<file path="src/rtl/scanline_pkg.sv">
`timescale 1ns/1ps
// Shared constants and helpers for the scanline effect.
// Latency: n/a (definitions only).
// Backpressure: n/a.
package scanline_pkg;

    // Attenuation level encodings; 5..7 behave like LVL_OFF.
    localparam logic [2:0] LVL_OFF   = 3'd0;
    localparam logic [2:0] LVL_25    = 3'd1;
    localparam logic [2:0] LVL_50    = 3'd2;
    localparam logic [2:0] LVL_75    = 3'd3;
    localparam logic [2:0] LVL_BLACK = 3'd4;

    // A dimming group needs at least two lines, so 0 and 1 become 2.
    function automatic int unsigned eff_period(input int unsigned p);
        return (p < 2) ? 32'd2 : p;
    endfunction

endpackage

</file>
<file path="src/rtl/scanline_dim.sv">
`timescale 1ns/1ps
// Per-channel attenuator: scales one colour component by the selected level.
// Latency: combinational.
// Backpressure: none.
module scanline_dim
    import scanline_pkg::*;
#(
    parameter int CW = 8
) (
    input  logic [CW-1:0] c_in,
    input  logic [2:0]    level,
    input  logic          dim,
    output logic [CW-1:0] c_out
);

    // Shift-based scaling; the -25% sum is at most c, so it never overflows CW bits.
    always_comb begin
        c_out = c_in;
        if (dim) begin
            case (level)
                LVL_25:    c_out = (c_in >> 1) + (c_in >> 2);
                LVL_50:    c_out = c_in >> 1;
                LVL_75:    c_out = c_in >> 2;
                LVL_BLACK: c_out = '0;
                default:   c_out = c_in;
            endcase
        end
    end

endmodule

</file>
<file path="src/rtl/scanline_fx.sv">
`timescale 1ns/1ps
// Scanline generator: darkens every per-th line, settings latched at frame start.
// Latency: LAT clocks for pixel, line_dim and all sync/strobe outputs alike.
// Backpressure: none; free-running video path, ce is only delayed.
module scanline_fx
    import scanline_pkg::*;
#(
    parameter int CW  = 8,
    parameter int PW  = 3,
    parameter int LAT = 3
) (
    input  logic            clk,
    input  logic            reset_n,
    input  logic [2:0]      level,
    input  logic [PW-1:0]   period,
    input  logic            alternate,
    input  logic [3*CW-1:0] din,
    input  logic            hs_in,
    input  logic            vs_in,
    input  logic            de_in,
    input  logic            ce_in,
    output logic [3*CW-1:0] dout,
    output logic            hs_out,
    output logic            vs_out,
    output logic            de_out,
    output logic            ce_out,
    output logic            line_dim
);

    localparam int SW = 3*CW + 5;

    logic          old_hs_q, old_hs_d;
    logic          old_vs_q, old_vs_d;
    logic [2:0]    lvl_l_q,  lvl_l_d;
    logic [PW-1:0] per_l_q,  per_l_d;
    logic          alt_l_q,  alt_l_d;
    logic [PW-1:0] cnt_q,    cnt_d;
    logic          ph_q,     ph_d;
    logic [SW-1:0] pipe_q [LAT];
    logic [SW-1:0] pipe_d [LAT];

    logic          line_edge, frame_edge, dim;
    logic [PW-1:0] per_m1, dim_line;
    logic [3*CW-1:0] pix_att;

    // Sync edge detection and the dim decision for the current pixel (old state).
    always_comb begin
        line_edge  = old_hs_q & ~hs_in;
        frame_edge = old_vs_q & ~vs_in;
        per_m1     = per_l_q - PW'(1);
        dim_line   = (alt_l_q & ph_q) ? '0 : per_m1;
        dim        = (lvl_l_q != LVL_OFF) && (cnt_q == dim_line);
    end

    // One attenuator per colour channel, R in the top bits.
    for (genvar g = 0; g < 3; g++) begin : g_ch
        scanline_dim #(.CW(CW)) u_dim (
            .c_in  (din[g*CW +: CW]),
            .level (lvl_l_q),
            .dim   (dim),
            .c_out (pix_att[g*CW +: CW])
        );
    end

    // Next state: frame edge reloads settings and wins over a coincident line edge.
    always_comb begin
        old_hs_d = hs_in;
        old_vs_d = vs_in;
        lvl_l_d  = lvl_l_q;
        per_l_d  = per_l_q;
        alt_l_d  = alt_l_q;
        cnt_d    = cnt_q;
        ph_d     = ph_q;
        if (frame_edge) begin
            lvl_l_d = level;
            per_l_d = PW'(eff_period(32'(period)));
            alt_l_d = alternate;
            cnt_d   = '0;
            ph_d    = alternate ? ~ph_q : 1'b0;
        end else if (line_edge) begin
            cnt_d = (cnt_q == per_m1) ? '0 : cnt_q + PW'(1);
        end
    end

    // Delay line carrying the processed pixel alongside its sync and strobe bits.
    always_comb begin
        pipe_d[0] = {pix_att, dim, hs_in, vs_in, de_in, ce_in};
        for (int i = 1; i < LAT; i++) begin
            pipe_d[i] = pipe_q[i-1];
        end
    end

    // State registers; settings default to an undimmed period-2 setup.
    always_ff @(posedge clk or negedge reset_n) begin
        if (!reset_n) begin
            old_hs_q <= 1'b0;
            old_vs_q <= 1'b0;
            lvl_l_q  <= LVL_OFF;
            per_l_q  <= PW'(2);
            alt_l_q  <= 1'b0;
            cnt_q    <= '0;
            ph_q     <= 1'b0;
            for (int i = 0; i < LAT; i++) begin
                pipe_q[i] <= '0;
            end
        end else begin
            old_hs_q <= old_hs_d;
            old_vs_q <= old_vs_d;
            lvl_l_q  <= lvl_l_d;
            per_l_q  <= per_l_d;
            alt_l_q  <= alt_l_d;
            cnt_q    <= cnt_d;
            ph_q     <= ph_d;
            for (int i = 0; i < LAT; i++) begin
                pipe_q[i] <= pipe_d[i];
            end
        end
    end

    assign {dout, line_dim, hs_out, vs_out, de_out, ce_out} = pipe_q[LAT-1];

endmodule

</file>
<file path="config.mk">
export PLATFORM = sky130hd
export DESIGN_NAME = scanline_fx
export DESIGN_NICKNAME = d
export VERILOG_FILES = /design/src/rtl/scanline_pkg.sv /design/src/rtl/scanline_dim.sv /design/src/rtl/scanline_fx.sv
export SDC_FILE = /design/constraint.sdc
export NUM_CORES = 1
export LEC_CHECK = 0
export ABC_AREA = 1
export ABC_CLOCK_PERIOD_IN_PS = 2300
export CAP_MARGIN = 20
export CORE_UTILIZATION = 37
export CTS_BUF_LIST = sky130_fd_sc_hd__clkbuf_4
export CTS_CLUSTER_SIZE = 30
export DETAILED_ROUTE_END_ITERATION = 12
export GPL_TIMING_DRIVEN = 0
export SKIP_LAST_GASP = 1
export SYNTH_ARGS = -nofsm -noshare
export SYNTH_HDL_FRONTEND = slang
export SYNTH_SLANG_ARGS = --single-unit
export TNS_END_PERCENT = 5
</file>
<file path="constraint.sdc">
create_clock -name clk -period 2.3 [get_ports clk]
set_input_delay 0.23 -clock clk [delete_from_list [all_inputs] [get_ports clk]]
set_output_delay 0.23 -clock clk [all_outputs]
set_load 0.02 [all_outputs]
</file>
==> results.json, run 1 <==
{
  "fin_skew_ns": 0.0153,
  "worstPathRequired_ns": 2.68,
  "cts_tree": "yes",
  "postSynthAreaPerCell_sq_um": 9.22,
  "crit_arrival_ns": 2.39,
  "drv_cap": 0,
  "hold_viol_final": 0,
  "postCtsHoldBufs": 1,
  "setup_slack_ns": 0.298,
  "hpwlAfterDp_microns": 6630,
  "port_buffers": 65,
  "timing.slew.headroom_pct": 67.7,
  "final_net_count": 624,
  "tightestPinTransition_ns": 0.485,
  "final_area_sq_mm": 0.00545,
  "ys_warn_count": 0,
  "worstSetupStartpoint": "per_l_q[1]",
  "grt.total_usage_pct": 16.0,
  "grtUsageMet2_pct": 24.5,
  "worstSetupEndpoint": "pipe_d[44]",
  "clock-sinks": 98,
  "initialDrtViolationCount": 203,
  "antenna_found_initial": 1,
  "end_kind": "flop",
  "cts_resized": 0,
  "p_leak_nw": 2.73,
  "status": "complete, but fails checks",
  "grt_setup_unrepaired": "false",
  "cts_root_buf": "clkbuf_4",
  "r2r_slack_ns": 0.30,
  "regToRegStartpoint": "per_l_q[1]",
  "routabilityCongestion": 0.855,
  "synth_area_leaders": "dfrtp_1, nand2_1, ha_1",
  "r2r_end": "pipe_d[44]",
  "netlist_area_sq_mm": 0.00446,
  "routed_via_density": 4.67,
  "gr-usage-met3_pct": 3.54,
  "cts_max_level": 3,
  "period_minus_slack_ns": 2.00,
  "placed_cells": 692,
  "num_rows": 39,
  "gr-usage-met1_pct": 22.2,
  "crit_type": "flop to flop",
  "violations": "DRC",
  "overflow": 0,
  "grt_start_max_net_pins": 62,
  "min_path_type": "input port to flop",
  "reg2reg_depth": 10,
  "drc": 4,
  "crit_fanout": 10,
  "clk-insertion-delay-late_ns": 0.45,
  "cts_setup_buffers": 0,
  "cts_buffer_depth": 2,
  "min_period_over_period_pct": 87.0,
  "avgRoutedWirePerCell_microns": 12.7,
  "drive_above_1_share_pct": 8.14,
  "setup_viol": 0,
  "die_y_microns": 112,
  "final_util_pct": 47.1,
  "instances_no_fill": 709,
  "total_power_mw": 4.47,
  "slew_viol_final": 0,
  "worstSetupStartpointType": "flop",
  "fmax_mhz": 500,
  "tns_ns": 0,
  "pin_count": 66,
  "drtPass1Iterations": 8,
  "postRouteAntennaNets": 0,
  "grt-busiest-layer": "met2",
  "clkTransAtPathRegs_ns": 0.15,
  "syn_inst": 483,
  "ys_seq_area_share_pct": 55.1,
  "p_per_area_mw_per_mm2": 820,
  "whs_ns": 0.209,
  "dieArea_sq_mm": 0.0125,
  "synth-seq-cells": 98,
  "grt_pass1_vias": 3186,
  "start_util_pct": 38.5,
  "yosys.area.top_type_share_pct": 54.5,
  "route.vias.total": 3312,
  "yosysUniqueCellTypes": 31,
  "fp.dieW_microns": 112,
  "area_growth_pct": 22.4,
  "place_ws_ns": -0.0252,
  "core_sq_mm": 0.0116,
  "cts_buffers": 9,
  "ir_drop_v": 0.000268,
  "synth_fp_nets": 546,
  "dpl_cell_area_sq_mm": 0.00531,
  "finalWirelength_microns": 8990,
  "yosysTopAreaCell": "dfrtp_1",
  "grt_pass1_wl_microns": 15500
}
-- cell type report --
| class | count | area [sq um] |
|---|---|---|
| buffer | 9 | 58.8 |
| clock inverter | 5 | 55.1 |
| sequential | 98 | 2450 |
| tap | 143 | 179 |
| timing repair buffer | 67 | 686 |
| antenna | 1 | 2.50 |
| multi-input combinational | 303 | 1670 |
| clock buffer | 10 | 75.1 |
| fill | 1123 | 6110 |
| inverter | 73 | 274 |
-- cell usage after synthesis (all sizes together) --
cell type / n
a21oi: 24
nand2: 130
nor3: 1
nand3: 28
buf: 8
inv: 73
o21a: 7
or2: 4
ha: 23
o211ai: 4
o21ai: 18
nand3b: 3
fa: 3
a22oi: 3
clkbuf: 1
nand4: 8
o22ai: 2
o221ai: 3
dfstp: 1
dfrtp: 97
nor2: 42
-- critical path: stages, from the launching register on --
cell	delay [ns]
dfstp_2	0.54
inv_1	0.04
ha_1	0.29
nor2_1	0.04
a21oi_1	0.12
nand3_1	0.12
nand2_2	0.20
nand3_4	0.10
buf_6	0.16
buf_6	0.17
a21oi_2	0.17
-- cells in the final DEF, fill, tap and decap left out, types with 3 or more instances in the layout --
cell type        count
a21oi_1             19
a21oi_2              5
a22oi_1              3
buf_2                5
clkbuf_4            10
clkdlybuf4s50_1     64
dfrtp_1             97
fa_1                 3
ha_1                23
inv_1               70
inv_2                3
nand2_1            128
nand3_1             26
nand3b_1             3
nand4_1              8
nor2_1              41
o211ai_1             4
o21a_1               7
o21ai_0             15
o21ai_2              3
o221ai_1             3
or2_2                4
-- where the power goes --
part / switching, mW / leakage (nW) / internal (mW) / total (mW)
Sequential: 0.125 / 1.16 / 2.11 / 2.23
Clock: 0.549 / 0.0703 / 0.337 / 0.886
Combinational: 0.796 / 1.50 / 0.557 / 1.35
Total: 1.47 / 2.73 / 3.00 / 4.47
-- flip-flops by register name, summed over array words and instances (netlist names) --
| name | cells |
|---|---|
| ce_out | 1 |
| dout | 24 |
| de_out | 1 |
| pipe_d | 58 |
| per_l_q | 3 |
| ph_q | 1 |
| hs_out | 1 |
| cnt_q | 3 |
| vs_out | 1 |
| lvl_l_q | 3 |
| alt_l_q | 1 |
| line_dim | 1 |
-- cell families (layout without fill, tap and decap cells) --
kind of cell | count (synthesis) | after routing | synth area share (%)
other cells | 0 | 1 | 0
simple gates | 216 | 216 | 21.0
compound gates | 61 | 61 | 8.62
flops | 98 | 98 | 55.1
buf+inv | 82 | 164 | 7.47
fa+ha+maj | 26 | 26 | 7.81
-- routing by layer --
| metal | share of wire (%) | wire (microns) |
|---|---|---|
| met1 | 49 | 4370 |
| met2 | 45 | 4010 |
| met3 | 5.4 | 481 |
| met4 | 1.4 | 130 |
| met5 | 0 | 0 |
-- how the worst min path moves through the flow --
stage                 endpoint        from  depth (start not counted)  slack, ns
finish              pipe_d[29]       ce_in                          1       0.21
global route        pipe_d[30]       de_in                          1       0.18
CTS                 pipe_d[29]       ce_in                          1       0.18
detailed placement      ce_out     reset_n                          1       0.23
global placement    pipe_d[11]  pipe_d[40]                          0       0.33
floorplan              alt_l_q     reset_n                          0      -0.07
(Power assumes the default switching activity.)
==> run 2: changes to the inputs <==
ABC_CLOCK_PERIOD_IN_PS = 1900   (was 2300)
clock period = 1.9 ns   (was 2.3 ns; I/O delays follow)
==> results.json, run 2 (same netlist as run 1, synthesis figures left out) <==
{
  "largest_reg_flops": 58,
  "ir_drop_v": 0.000316,
  "final_util_pct": 48.4,
  "fp.dieW_microns": 112,
  "setup_viol": 0,
  "cts_root_buf": "clkbuf_4",
  "reg2reg_depth": 10,
  "crit_arrival_ns": 2.26,
  "worstSetupStartpoint": "per_l_q[1]",
  "postRouteAntennaNets": 0,
  "drtPass1Iterations": 8,
  "status": "complete, but fails checks",
  "antenna_found_initial": 1,
  "grt.total_usage_pct": 16.1,
  "grt_pass1_vias": 3212,
  "crit_type": "flop to flop",
  "worstSetupEndpoint": "pipe_d[44]",
  "num_rows": 39,
  "route.vias.total": 3345,
  "overflow": 0,
  "cts_tree": "yes",
  "layout_commonest_cell": "nand2_1",
  "crit_fanout": 6,
  "grt_pass1_wl_microns": 15600,
  "initialDrtViolationCount": 188,
  "avgRoutedWirePerCell_microns": 12.9,
  "finalWirelength_microns": 9220,
  "end_kind": "flop",
  "tightestPinTransition_ns": 0.484,
  "start_util_pct": 38.5,
  "clk-insertion-delay-late_ns": 0.45,
  "r2r_end": "pipe_d[44]",
  "grt_setup_unrepaired": "true",
  "fmax_mhz": 532,
  "min_path_type": "input port to flop",
  "period_minus_slack_ns": 1.88,
  "area_growth_pct": 25.6,
  "cts_buffers": 9,
  "dieArea_sq_mm": 0.0125,
  "fin_skew_ns": 0.0108,
  "cts_max_level": 3,
  "worstSetupStartpointType": "flop",
  "min_period_over_period_pct": 98.9,
  "grt_start_max_net_pins": 62,
  "p_leak_nw": 2.78,
  "r2r_slack_ns": 0.02,
  "tns_ns": 0,
  "cp_cell_sequence": "inv_2 -> ha_4 -> nor2_1 -> a21oi_1 -> nand3_1 -> nand2_4 -> nand3_4 -> buf_8 -> buf_12 -> a21oi_4",
  "final_cell_mix": "nand2_1, dfrtp_1, inv_1",
  "crit_path_max_incr_delay_ns": 0.55,
  "hold_viol_final": 0,
  "port_buffers": 65,
  "drive_above_1_share_pct": 10.2,
  "pin_count": 66,
  "core_sq_mm": 0.0116,
  "regToRegStartpoint": "per_l_q[1]",
  "slowest_stage": "dfstp_2",
  "final_net_count": 630,
  "p_per_area_mw_per_mm2": 999,
  "violations": "DRC",
  "routed_via_density": 4.68,
  "clkTransAtPathRegs_ns": 0.14,
  "hpwlAfterDp_microns": 6630,
  "worstPathRequired_ns": 2.28,
  "clock-sinks": 98,
  "cts_buffer_depth": 2,
  "timing.slew.headroom_pct": 67.7,
  "drv_cap": 0,
  "slew_viol_final": 0,
  "routabilityCongestion": 0.855,
  "die_y_microns": 112,
  "drc": 4
}
==> run 2: critical path: cells and delay by family, from the launching register on <==
| family | cells | cell delay [ns] |
|---|---|---|
| AND/OR/NAND/NOR | 4 | 0.40 |
| flip-flops | 1 | 0.55 |
| AO/OA/AOI/OAI | 2 | 0.27 |
| adder cells (fa/ha/maj) | 1 | 0.26 |
| buffers and inverters | 3 | 0.34 |
==> run 2: layout make-up <==
cell class	instances	area (sq um)
Clock buffer	10	75.1
Inverter	73	274
Multi-Input combinational cell	303	1710
Clock inverter	5	55.1
Sequential cell	98	2450
Antenna cell	1	2.50
Buffer	9	76.3
Tap cell	143	179
Timing Repair Buffer	73	769
Fill cell	1108	5970
==> run 2: how the worst min path moves through the flow <==
stage,from,to,slack (ns),cells past startpoint
3_5_place_dp,reset_n,ce_out,0.19,1
5_1_grt,de_in,pipe_d[30],0.14,1
4_1_cts,ce_in,pipe_d[29],0.14,1
6_report,ce_in,pipe_d[29],0.17,1
3_3_place_gp,pipe_d[40],pipe_d[11],0.33,0
2_1_floorplan,reset_n,alt_l_q,-0.11,0
==> run 2: metal layers <==
metal | part of all wire (%) | track usage (%) | routed length [microns] | vias to the layer above
met5 | 0 | 0 | 0 | -
li1 | - | - | - | 1696
met1 | 48 | 22.2 | 4410 | 1561
met3 | 5.3 | 3.54 | 484 | 6
met2 | 46 | 24.7 | 4220 | 82
met4 | 1.1 | 6.22 | 97 | 0
==> run 2: power breakdown <==
part | internal [mW] | leakage [nW] | switching, mW
Sequential | 2.55 | 1.16 | 0.151
Combinational | 0.805 | 1.56 | 1.01
Clock | 0.408 | 0.0703 | 0.661
==> run 2: timing repair <==
action,in CTS,in global routing
pin swaps,3,3
gates cloned,0,2
resized for setup,3,17
endpoints found under the setup margin,19,24
hold endpoints to repair,36,0
hold buffers,1,0
buffers inserted,3,1
==> run 2: metrics by stage <==
| stage | area (sq um) | setup WS (ns) | cells | total power, mW | hold WS (ns) |
|---|---|---|---|---|---|
| final | 5590 | 0.0202 | 715 | 5.59 | 0.168 |
| after global placement | 5290 | -2.74 | 691 | 4.36 | 0.331 |
| after floorplan | 4460 | 0.133 | 483 | 3.70 | -0.106 |
| after CTS | 5490 | -0.00278 | 711 | 5.54 | 0.144 |
| after global routing | 5590 | -0.0408 | 715 | 5.96 | 0.137 |
| after detailed placement | 5310 | -0.385 | 692 | 4.39 | 0.187 |
==> run 3: changes to the inputs <==
ABC_CLOCK_PERIOD_IN_PS = 1800   (was 1900)
CORE_ASPECT_RATIO = 1.2   (was default)
clock period = 1.8 ns   (was 1.9 ns; I/O delays follow)
==> results.json, run 3 (same netlist as run 1, synthesis figures left out) <==
{
  "p_per_area_mw_per_mm2": 1050,
  "p_clk_share_pct": 18.5,
  "grt.total_usage_pct": 15.9,
  "min_delay_path_depth": 1,
  "switching_share_pct": 32.0,
  "worstPathRequired_ns": 2.15,
  "setup_slack_ns": -0.0962,
  "p_int_mw": 4.04,
  "ir_drop_v": 0.000325,
  "final_area_sq_mm": 0.00567,
  "route.vias.total": 3336,
  "power_frac_seq_pct": 48.3,
  "final_net_count": 634,
  "status": "complete, but fails checks",
  "hpwlAfterDp_microns": 6820,
  "pin_count": 66,
  "routed_via_density": 4.54,
  "drc": 0,
  "core_sq_mm": 0.0116,
  "dieArea_sq_mm": 0.0125,
  "cts_max_level": 3,
  "largest_reg_flops": 58,
  "hold_start": "de_in",
  "clock-sinks": 98,
  "end_kind": "flop",
  "fin_skew_ns": 0.0233,
  "r2r_end": "pipe_d[37]",
  "setup_viol": 20,
  "cp_cell_sequence": "inv_2 -> ha_4 -> nor2_1 -> a21oi_1 -> nand3_1 -> nand2_4 -> nand3_4 -> buf_8 -> buf_6 -> nand2_2 -> o21a_1",
  "whs_ns": 0.208,
  "cts_buffer_depth": 2,
  "hold_end": "pipe_d[30]",
  "regToRegStartpoint": "per_l_q[1]",
  "start_util_pct": 38.3,
  "postRouteAntennaNets": 0,
  "clkTransAtPathRegs_ns": 0.14,
  "drtPass1Iterations": 5,
  "dpl_cell_area_sq_mm": 0.00533,
  "area_growth_pct": 27.2,
  "finalWirelength_microns": 9050,
  "drv_cap": 0,
  "overflow": 0,
  "final_cell_mix": "nand2_1, dfrtp_1, inv_1",
  "num_rows": 43,
  "worstSetupStartpointType": "flop",
  "hold_viol_final": 0,
  "total_power_mw": 5.95,
  "crit_path_max_incr_delay_ns": 0.55,
  "crit_type": "flop to flop",
  "cts_root_buf": "clkbuf_4",
  "antenna_found_initial": 0,
  "min_path_type": "input port to flop",
  "initialDrtViolationCount": 165,
  "min_period_over_period_pct": 105,
  "routabilityCongestion": 0.922,
  "p_leak_nw": 2.81,
  "drive_above_1_share_pct": 11.3,
  "grt_setup_unrepaired": "true",
  "violations": "setup timing",
  "die_y_microns": 122,
  "layout_commonest_cell": "nand2_1",
  "fmax_mhz": 527,
  "period_minus_slack_ns": 1.90,
  "crit_fanout": 5,
  "placed_cells": 706,
  "grt_pass1_wl_microns": 15200,
  "power.switching_mw": 1.90,
  "cts_buffers": 9,
  "clk-insertion-delay-late_ns": 0.43,
  "reg2reg_depth": 11,
  "grt_pass1_vias": 3205,
  "timing.slew.headroom_pct": 70.4,
  "slowest_stage": "dfstp_2",
  "crit_arrival_ns": 2.24,
  "instances_no_fill": 734,
  "avgRoutedWirePerCell_microns": 12.3,
  "cts_tree": "yes",
  "slew_viol_final": 0,
  "tightestPinTransition_ns": 0.445,
  "port_buffers": 65,
  "fp.dieW_microns": 102,
  "tns_ns": -1.10,
  "r2r_slack_ns": -0.1,
  "grt_start_max_net_pins": 66,
  "p_comb_share_pct": 33.1
}
run 3: changes by cell type in the layout (fill, tap and decap cells not counted), sizes merged:
cell,delta
clkinv,+1
buf,+6
clkbuf,-1
inv,-1
run 3: worst max-delay path, delay by kind of cell, from the launching register on:
family,cells,cell delay (ns)
AO/OA/AOI/OAI,2,0.25
adder cells (fa/ha/maj),1,0.26
buffers and inverters,3,0.33
flip-flops,1,0.55
AND/OR/NAND/NOR,5,0.42
run 3: routing by layer:
metal  routed length (microns)  global-route usage [%]
met1                      4190                    21.6
met2                      4250                    25.2
met3                       396                    2.51
met4                       216                    7.14
met5                         0                       0
run 3: how the worst max path moves through the flow:
| stage | startpoint | to | slack (ns) | cells after the start |
|---|---|---|---|---|
| 2_1_floorplan | per_l_q[1] | pipe_d[42] | 0.03 | 11 |
| 3_3_place_gp | reset_n | dout[11] | -2.78 | 1 |
| 3_5_place_dp | din[10] | pipe_d[44] | -0.46 | 8 |
| 4_1_cts | per_l_q[1] | pipe_d[37] | -0.11 | 11 |
| 5_1_grt | per_l_q[1] | pipe_d[37] | -0.18 | 11 |
| 6_report | per_l_q[1] | pipe_d[37] | -0.1 | 11 |
run 3: final cells by class:
class	instances	area (sq um)
antenna	1	2.50
buffer	9	83.8
clock buffer	11	82.6
clock inverter	5	55.1
fill	1127	5960
inverter	73	274
multi-input combinational	303	1710
sequential	98	2450
tap	157	196
timing repair buffer	77	808
run 3: repair_timing:
action                                  CTS  global route
endpoints found under the setup margin   24            24
gates cloned                              2             0
endpoints found under the hold margin    33             0
setup buffers                             7             1
hold buffers                              1             0
pin swaps                                 9             3
resized for setup                        21             0
run 3: power groups by stage:
| stage | logic (mW) | registers [mW] | clock network (mW) |
|---|---|---|---|
| final | 1.97 | 2.88 | 1.10 |
| after CTS | 1.98 | 2.89 | 1.15 |
| after detailed placement | 1.71 | 2.93 | 0 |
| after global placement | 1.68 | 2.91 | 0 |
| after global routing | 2.16 | 2.93 | 1.25 |
| after floorplan | 0.836 | 3.07 | 0 |
run 3: through the flow:
stage / setup slack, ns / util, %
2_1_floorplan: 0.0335 / -
3_3_place_gp: -2.78 / 45.6
3_5_place_dp: -0.463 / 45.8
4_1_cts: -0.114 / 48.7
5_1_grt: -0.178 / 48.7
6_report: -0.0962 / 48.8
